**config.mk**
```make
export PLATFORM = sky130hd
export DESIGN_NAME = modmult_sq_flat
export DESIGN_NICKNAME = d
export VERILOG_FILES = /design/src/rtl/modmult_sq_pkg.sv /design/src/rtl/modmult_sq_if.sv /design/src/rtl/modmult_sq_modadd.sv /design/src/rtl/modmult_sq.sv /design/src/flat_wrapper.sv
export SDC_FILE = /design/constraint.sdc
export NUM_CORES = 1
export LEC_CHECK = 0
export BUFFER_PORTS_ARGS = -buffer_cell sky130_fd_sc_hd__buf_2
export CAP_MARGIN = 0
export CORE_ASPECT_RATIO = 0.8
export CORE_MARGIN = 2
export CORE_UTILIZATION = 40
export CTS_CLUSTER_DIAMETER = 40
export DETAILED_ROUTE_END_ITERATION = 7
export PLACE_DENSITY = 0.62
export SLEW_MARGIN = 10
export SYNTH_ARGS = -nofsm -noshare
export SYNTH_HDL_FRONTEND = slang
export SYNTH_SLANG_ARGS = --single-unit
```
**constraint.sdc**
```tcl
create_clock -name clk -period 18 [get_ports clk]
set_input_delay 3.6 -clock clk [delete_from_list [all_inputs] [get_ports clk]]
set_output_delay 3.6 -clock clk [all_outputs]
set_load 0.005 [all_outputs]
```
**src/rtl/modmult_sq_pkg.sv**
```systemverilog
// Shared types for the shift-add modular multiplier/squarer and its bench.
package modmult_pkg;

    typedef enum logic [1:0] {IDLE, RUN, DONE} state_t;

    typedef enum logic {MM_MUL = 1'b0, MM_SQR = 1'b1} mode_t;

    // Index of the highest set bit plus one; 0 for a zero value.
    function automatic int bit_len(input logic [63:0] v);
        int n;
        n = 0;
        for (int i = 0; i < 64; i++) begin
            if (v[i]) n = i + 1;
        end
        return n;
    endfunction

endpackage

```
**src/rtl/modmult_sq_if.sv**
```systemverilog
// Request/response bundle between the exponentiation controller and modmult_sq.
interface modmult_sq_if import modmult_pkg::*; #(parameter int MPWID = 32);

    logic             ds;
    mode_t            mode;
    logic             abort;
    logic [MPWID-1:0] mpand;
    logic [MPWID-1:0] mplier;
    logic [MPWID-1:0] modulus;
    logic [MPWID-1:0] product;
    logic             ready;
    logic             busy;
    logic             err;

    modport master (
        output ds, mode, abort, mpand, mplier, modulus,
        input  product, ready, busy, err
    );

    modport slave (
        input  ds, mode, abort, mpand, mplier, modulus,
        output product, ready, busy, err
    );

endinterface

```
**src/rtl/modmult_sq_modadd.sv**
```systemverilog
// Combinational (x + y) mod m for x, y < m: one wide add, one conditional subtract.
module modadd #(
    parameter int MPWID = 32
) (
    input  logic [MPWID-1:0] x,
    input  logic [MPWID-1:0] y,
    input  logic [MPWID-1:0] m,
    output logic [MPWID-1:0] sum
);

    // The carry bit takes part in the compare, so 2*(m-1) never wraps.
    function automatic logic [MPWID-1:0] reduce(input logic [MPWID:0] raw,
                                                input logic [MPWID-1:0] md);
        logic [MPWID:0] mw;
        mw = {1'b0, md};
        if (raw >= mw) return MPWID'(raw - mw);
        return raw[MPWID-1:0];
    endfunction

    logic [MPWID:0] raw;

    assign raw = {1'b0, x} + {1'b0, y};
    assign sum = reduce(raw, m);

endmodule

```
**src/rtl/modmult_sq.sv**
```systemverilog
// LSB-first interleaved add/double modular multiplier with square mode,
// operand swap (latency tracks the smaller operand), range check and abort.
module modmult_sq import modmult_pkg::*; #(
    parameter int MPWID = 32
) (
    input  logic         clk,
    input  logic         reset,
    modmult_sq_if.slave  bus
);

    state_t           state;
    logic [MPWID-1:0] a;
    logic [MPWID-1:0] mp;
    logic [MPWID-1:0] acc;
    logic [MPWID-1:0] m;
    logic             err_pend;

    logic [MPWID-1:0] op_b;
    logic             range_bad;
    logic             a_gt;
    logic [MPWID-1:0] acc_next;
    logic [MPWID-1:0] a_dbl;
    logic             accept;

    assign op_b      = (bus.mode == MM_SQR) ? bus.mpand : bus.mplier;
    assign range_bad = (bus.modulus == '0) || (bus.mpand >= bus.modulus) ||
                       (op_b >= bus.modulus);
    assign a_gt      = (bus.mpand >= op_b);
    assign accept    = (state == IDLE) && bus.ds;

    modadd #(.MPWID(MPWID)) u_acc (.x(acc), .y(a), .m(m), .sum(acc_next));
    modadd #(.MPWID(MPWID)) u_dbl (.x(a),   .y(a), .m(m), .sum(a_dbl));

    // Control: state and all visible outputs.
    always_ff @(posedge clk) begin
        if (!reset) begin
            state       <= IDLE;
            bus.product <= '0;
            bus.ready   <= 1'b0;
            bus.busy    <= 1'b0;
            bus.err     <= 1'b0;
        end else begin
            bus.ready <= 1'b0;
            case (state)
                IDLE: begin
                    if (bus.ds) begin
                        state    <= RUN;
                        bus.busy <= 1'b1;
                    end
                end
                RUN: begin
                    if (bus.abort) begin
                        state    <= IDLE;
                        bus.busy <= 1'b0;
                    end else if (mp == '0) begin
                        state       <= DONE;
                        bus.busy    <= 1'b0;
                        bus.ready   <= 1'b1;
                        bus.product <= acc;
                        bus.err     <= err_pend;
                    end
                end
                DONE:    state <= IDLE;
                default: state <= IDLE;
            endcase
        end
    end

    // Datapath: an out-of-range request loads mp = 0 so it finishes on the
    // first RUN check with acc = 0.
    always_ff @(posedge clk) begin
        if (accept) begin
            acc      <= '0;
            m        <= bus.modulus;
            err_pend <= range_bad;
            if (range_bad) begin
                a  <= '0;
                mp <= '0;
            end else if (a_gt) begin
                a  <= bus.mpand;
                mp <= op_b;
            end else begin
                a  <= op_b;
                mp <= bus.mpand;
            end
        end else if (state == RUN && mp != '0) begin
            if (mp[0]) acc <= acc_next;
            a  <= a_dbl;
            mp <= mp >> 1;
        end
    end

endmodule

```
**src/flat_wrapper.sv**
```systemverilog
// flat-port wrapper written by rule: the top's interface ports become plain ports
module modmult_sq_flat import modmult_pkg::*;
#(
    parameter int MPWID = 32
)
  (clk, reset, bus_ds, bus_mode, bus_abort, bus_mpand, bus_mplier, bus_modulus, bus_product, bus_ready, bus_busy, bus_err);
  modmult_sq_if #(.MPWID(MPWID)) bus_i ();
  input  logic clk;
  input  logic reset;
  input wire logic [$bits(bus_i.ds)-1:0] bus_ds;
  input wire logic [$bits(bus_i.mode)-1:0] bus_mode;
  input wire logic [$bits(bus_i.abort)-1:0] bus_abort;
  input wire logic [$bits(bus_i.mpand)-1:0] bus_mpand;
  input wire logic [$bits(bus_i.mplier)-1:0] bus_mplier;
  input wire logic [$bits(bus_i.modulus)-1:0] bus_modulus;
  output wire logic [$bits(bus_i.product)-1:0] bus_product;
  output wire logic [$bits(bus_i.ready)-1:0] bus_ready;
  output wire logic [$bits(bus_i.busy)-1:0] bus_busy;
  output wire logic [$bits(bus_i.err)-1:0] bus_err;
  assign bus_i.ds = bus_ds;
  assign bus_i.mode = bus_mode;
  assign bus_i.abort = bus_abort;
  assign bus_i.mpand = bus_mpand;
  assign bus_i.mplier = bus_mplier;
  assign bus_i.modulus = bus_modulus;
  assign bus_product = bus_i.product;
  assign bus_ready = bus_i.ready;
  assign bus_busy = bus_i.busy;
  assign bus_err = bus_i.err;
  modmult_sq #(.MPWID(MPWID)) u_core (.clk(clk), .reset(reset), .bus(bus_i));
endmodule
```
Yosys cells after proc, flatten, opt, wreduce, memory -nomap -nowiden
Cells that the tools add are included.

word-level totals
  input bits = 101
  logic and storage cells = 64
  flip-flop bits (word level) = 166

operators by class
  order comparisons = 5
  equality and inequality tests = 3
  bitwise logic cells = 3
  add/sub/neg operators = 4
  multiplexer cells = 24
  reduce and logical (&&, ||, !) cells = 15

operators with widths
  operator                                                          number
  32-bit two-way mux                                                13
  32-bit >= comparator                                              3
  32-bit by 32-bit adder with 33-bit output                         2
  33-bit by 32-bit >= comparator with 1-bit output                  2
  32-bit logical NOT                                                2
  32-bit subtractor                                                 2
  32-bit nonzero test                                               1
  1-bit two-way mux                                                 6
  2-bit two-way mux                                                 3
  3-bit AND reduction                                               2
  2-bit one-hot mux with 2 select lines                             1
  2-bit AND reduction                                               2
  2-bit nonzero test                                                2
  3-bit by 2-bit != test with 1-bit output (second input constant)  1
  1-bit inverter                                                    3
  3-bit OR reduction                                                1
  2-bit by 1-bit == test with 1-bit output (second input constant)  1
  1-bit logical AND                                                 2
  2-bit logical NOT                                                 1
  1-bit logical OR                                                  2
  2-bit != test (second input constant)                             1
  1-bit one-hot mux with 2 select lines                             1

Depth between registers and ports, before layout
  depth in word-level cells = 6
  gate-level depth with buffers = 22

Modules after synthesis
From an unflattened synthesis, not the netlist that was laid out.

unflattened totals
  cells, all modules = 2129
  area total of the unflattened synthesis = 17809.6 sq um

modules (own cells, without submodules)
  module                  cells each  seq. area each (sq um)  instances  area an instance (sq um)
  modmult_sq              932         4294.1                  1          9674.3
  modadd at u_core.u_dbl  595         0.0                     1          4136.5
  modadd at u_core.u_acc  602         0.0                     1          3998.8

Worst setup path after synthesis
OpenSTA, ideal clock, no wires.

  path kind = in2reg
  start = in bus_ds
  end = reg u_core.a[0], enable pin
  slack = 10.699 ns
  data required time = 16.955 ns
  buffers on the path = 2
  data arrival time = 6.256 ns
  stages on the path = 4
  path through = nand2_1 clkbuf_1 clkbuf_1 o21ai_0

between the ends
  cells in the longest elaborated chain, start to end = 2

RTL lines
  element                       RTL line            RTL
  from (decl)                   flat_wrapper.sv:10  input wire logic [$bits(bus_i.ds)-1:0] bus_ds;
  1-bit logical AND             modmult_sq.sv:29    assign accept = (state == IDLE) && bus.ds;
  2-bit nonzero test (no line)  -
  to (signal assigned)          modmult_sq.sv:80    a <= bus.mpand;
  to (signal assigned)          modmult_sq.sv:83    a <= op_b;
  to (signal assigned)          modmult_sq.sv:88    a <= a_dbl;
  to (decl)                     modmult_sq.sv:12    logic [MPWID-1:0] a;

Every way passes these cells.
A chain may end at the register's enable or synchronous reset.

Final worst setup path
  start = in bus_mode
  end = reg u_core.a[6], data pin

between the ends
  cells in the longest elaborated chain, start to end = 5

RTL lines
  element                                                 RTL line                            RTL
  from (decl)                                             flat_wrapper.sv:11                  input wire logic [$bits(bus_i.mode)-1:0] bus_mode;
  32-bit two-way mux (*)                                  modmult_sq.sv:25                    assign op_b = (bus.mode == MM_SQR) ? bus.mpand : bus.mplier;
  32-bit >= comparator (on tied branches)                 modmult_sq.sv:28, modmult_sq.sv:27
  32-bit two-way mux or 1-bit logical OR (tied branches)  modmult_sq.sv:79, modmult_sq.sv:26
  32-bit two-way mux (*)                                  modmult_sq.sv:76                    if (range_bad) begin
  32-bit two-way mux (*)                                  modmult_sq.sv:72                    if (accept) begin

Mark *: on every way between the ends. The rest lies on a longest branch, timed or not.

==> results.json <==
{
  "drtIter0Drc": 1107,
  "timing.critical_path.required_ns": 18.13,
  "critPathArrivalTime_ns": 7.62,
  "switching_share_pct": 47.8,
  "rows": 63,
  "core_area_um2": 37000,
  "portBuffers": 135,
  "drc": 0,
  "path_max_fanout": 69,
  "switching_power_uw": 1170,
  "grt_pass1_wl_um": 67600,
  "grt_use_total_pct": 21.7,
  "die_w_um": 221,
  "p_comb_share_pct": 62.0,
  "critical_path_class": "input port to flip-flop",
  "power_density_nw_per_um2": 146,
  "p_int_uw": 1280,
  "dp_hpwl_um": 34600,
  "synth_edf_count": 97,
  "postCtsSetupBuffers": 0,
  "vias": 13100,
  "crit_slowest_cell": "buf_4",
  "area_growth_pct": 10.9,
  "rsz0062_at_grt": "no",
  "max-slew-margin-rel_pct": 28.1,
  "synthArstFlopShare_pct": 0,
  "worstMarginPinSlew_ns": 1.08,
  "antenna_cells": 0,
  "cp_cell_sequence": "buf_2, mux2_2, ha_1, nand2b_1, a21o_1, a21o_1, a21oi_1, o21ai_0, a31oi_1, o31ai_4, buf_4, mux2i_1, o22ai_1",
  "crit_path_frequent_cell": "a21o_1",
  "start_kind": "input port",
  "clock_sinks": 166,
  "cts_resized": 0,
  "netlist_area_um2": 15100,
  "power.leakage_uw": 0.00752,
  "stdcell_area_um2": 16700,
  "setup_violations": 0,
  "cts_tree": "yes",
  "synthDistinctLibCells": 84,
  "mostFrequentLayoutCell": "ha_1",
  "p_seq_share_pct": 22.7,
  "drt_pass1_iterations": 5,
  "period_needed_ns": 7.49,
  "postSynthCellCount": 1710,
  "finClkSkew_ns": 0.0206,
  "stdcell_count": 2304,
  "insertion_delay_ns": 0.44,
  "end_kind": "flip-flop",
  "viasPerCell": 5.68,
  "grt_remaining_overflow": 0,
  "fin_tns_setup_ns": 0,
  "power.total_uw": 2440,
  "synth-seq-cells": 166,
  "hp-class": "flip-flop to flip-flop",
  "hold_viol_final": 0,
  "cts_buffers": 17,
  "status": "complete, no violations",
  "ys_warn_count": 0,
  "antenna_found_initial": 0,
  "whs_ns": 0.475,
  "initial_core_util_pct": 40.6,
  "grt_max_degree": 70,
  "placed_area_um2": 16100,
  "clkTransAtPathRegs_ns": 0.08,
  "path_buf_inv": 2,
  "fillers": 3613,
  "finalMaxSlewViolations": 0,
  "ys.flop_type": "edfxtp_1",
  "drt_wl_total_um": 43400,
  "fin_crit_sh_pct": 41.6,
  "cts.htree.levels": 4,
  "io_pins": 136,
  "drv_cap": 0,
  "clock_path_buffers": 2,
  "register_area_um2": 4290,
  "wl_per_cell_um": 18.9,
  "drtAntennaViolNets": 0,
  "grt_pass1_vias": 12300,
  "fmax_ghz": 0.133,
  "cts_root_buf": "clkbuf_16",
  "fp.dieH_um": 178,
  "synth_nets": 2006,
  "multi_input_area_um2": 10000,
  "peakVddDrop_v": 0.000112,
  "critPathTopFamily": "buffers and inverters",
  "layout.nets": 2100,
  "dp.cells": 2272,
  "dieArea_um2": 39200,
  "cpPeakStageDelay_ns": 0.80,
  "gp_congestion": 0.903,
  "mostFrequentLayoutCells": "ha_1, a21oi_1, buf_2",
  "cts_hold_buf": 0,
  "synth_seq_area_share_pct": 28.5,
  "pwr-share-clk_pct": 15.4,
  "drive_above_1_share_pct": 12.9,
  "syn_area_per_cell_um2": 8.80
}
per-layer routing:
layer	GRT usage, %	wire (µm)	vias to the layer above
li1	-	-	6525
met1	33.9	23200	6155
met2	31.6	17500	376
met3	2.35	2080	35
met4	5.23	720	0
met5	0	0	-
registers in the layout (all words and copies together), names as in the netlist:
register            count
u_core.bus.ready        1
u_core.acc             32
u_core.m               32
u_core.mp              32
u_core.state            2
u_core.bus.err          1
u_core.a               32
u_core.err_pend         1
u_core.bus.product     32
u_core.bus.busy         1
final cells by class:
cell class | count | share of cell area, %
flip-flops and latches | 166 | 25.7
multi-input cells | 1351 | 60.0
clock buffers | 17 | 2.55
clock inverters | 15 | 0.907
inverters | 126 | 2.83
well taps | 487 | 3.65
repair buffers | 142 | 4.36
final timing paths:
check	from	end	slack, ns	depth (start not counted)
max reg2reg	u_core.a[2]	u_core.acc[31]	12.14	20
max	bus_mode	u_core.a[6]	10.51	13
min	u_core.state[0]	u_core.bus.busy	0.47	1
min reg2reg	u_core.state[0]	u_core.bus.busy	0.47	1
stage by stage:
| step | setup WS (ns) | util, % |
|---|---|---|
| finish | 10.51 | 45.1 |
| global route | 10.31 | 45.1 |
| CTS | 10.51 | 45.1 |
| detailed placement | 10.07 | 43.5 |
| global placement | 10.18 | 43.5 |
| floorplan | 10.70 | - |
power by group through the flow:
stage / registers [µW] / logic, µW / clock network, µW
after floorplan: 521 / 1200 / 0
after global routing: 559 / 1680 / 395
after detailed placement: 560 / 1490 / 0
after global placement: 557 / 1470 / 0
after CTS: 551 / 1500 / 382
final: 554 / 1520 / 376
cells by family after synthesis:
family                   synth area share (%)
XOR/XNOR                                 4.60
AO/OA/AOI/OAI                            21.3
buffers and inverters                    5.20
AND/OR/NAND/NOR                          13.9
flip-flops                               28.5
adder cells (fa/ha/maj)                  16.4
multiplexers                             10.1
cells in the mapped netlist, types with 13 or more instances:
cell type	n	area [µm²]
ha_1	192	2400
a21oi_1	140	701
nand2_1	127	477
inv_1	126	473
o21ai_0	117	586
mux2i_1	116	1160
nor2_1	104	390
edfxtp_1	97	2910
dfxtp_1	69	1380
a21o_1	63	473
nor2b_1	47	294
xnor2_1	45	394
clkbuf_1	42	158
xor2_1	34	298
mux2_2	32	360
a211oi_1	30	225
nand4_1	29	181
nand3_1	25	125
o211ai_1	21	158
nor4_1	20	125
o22ai_1	20	125
a31oi_1	17	106
nand2b_1	15	93.8
o21a_1	14	105
and3_1	13	81.3
worst register-to-register path: cells and delay by family, from the launching register on:
kind | cells | cell delay, ns
adder cells (fa/ha/maj) | 2 | 0.74
AND/OR/NAND/NOR | 5 | 1.18
flip-flops | 1 | 0.48
AO/OA/AOI/OAI | 12 | 3.09
buffers and inverters | 1 | 0.31
No activity file was read; power rests on OpenSTA's default activity.
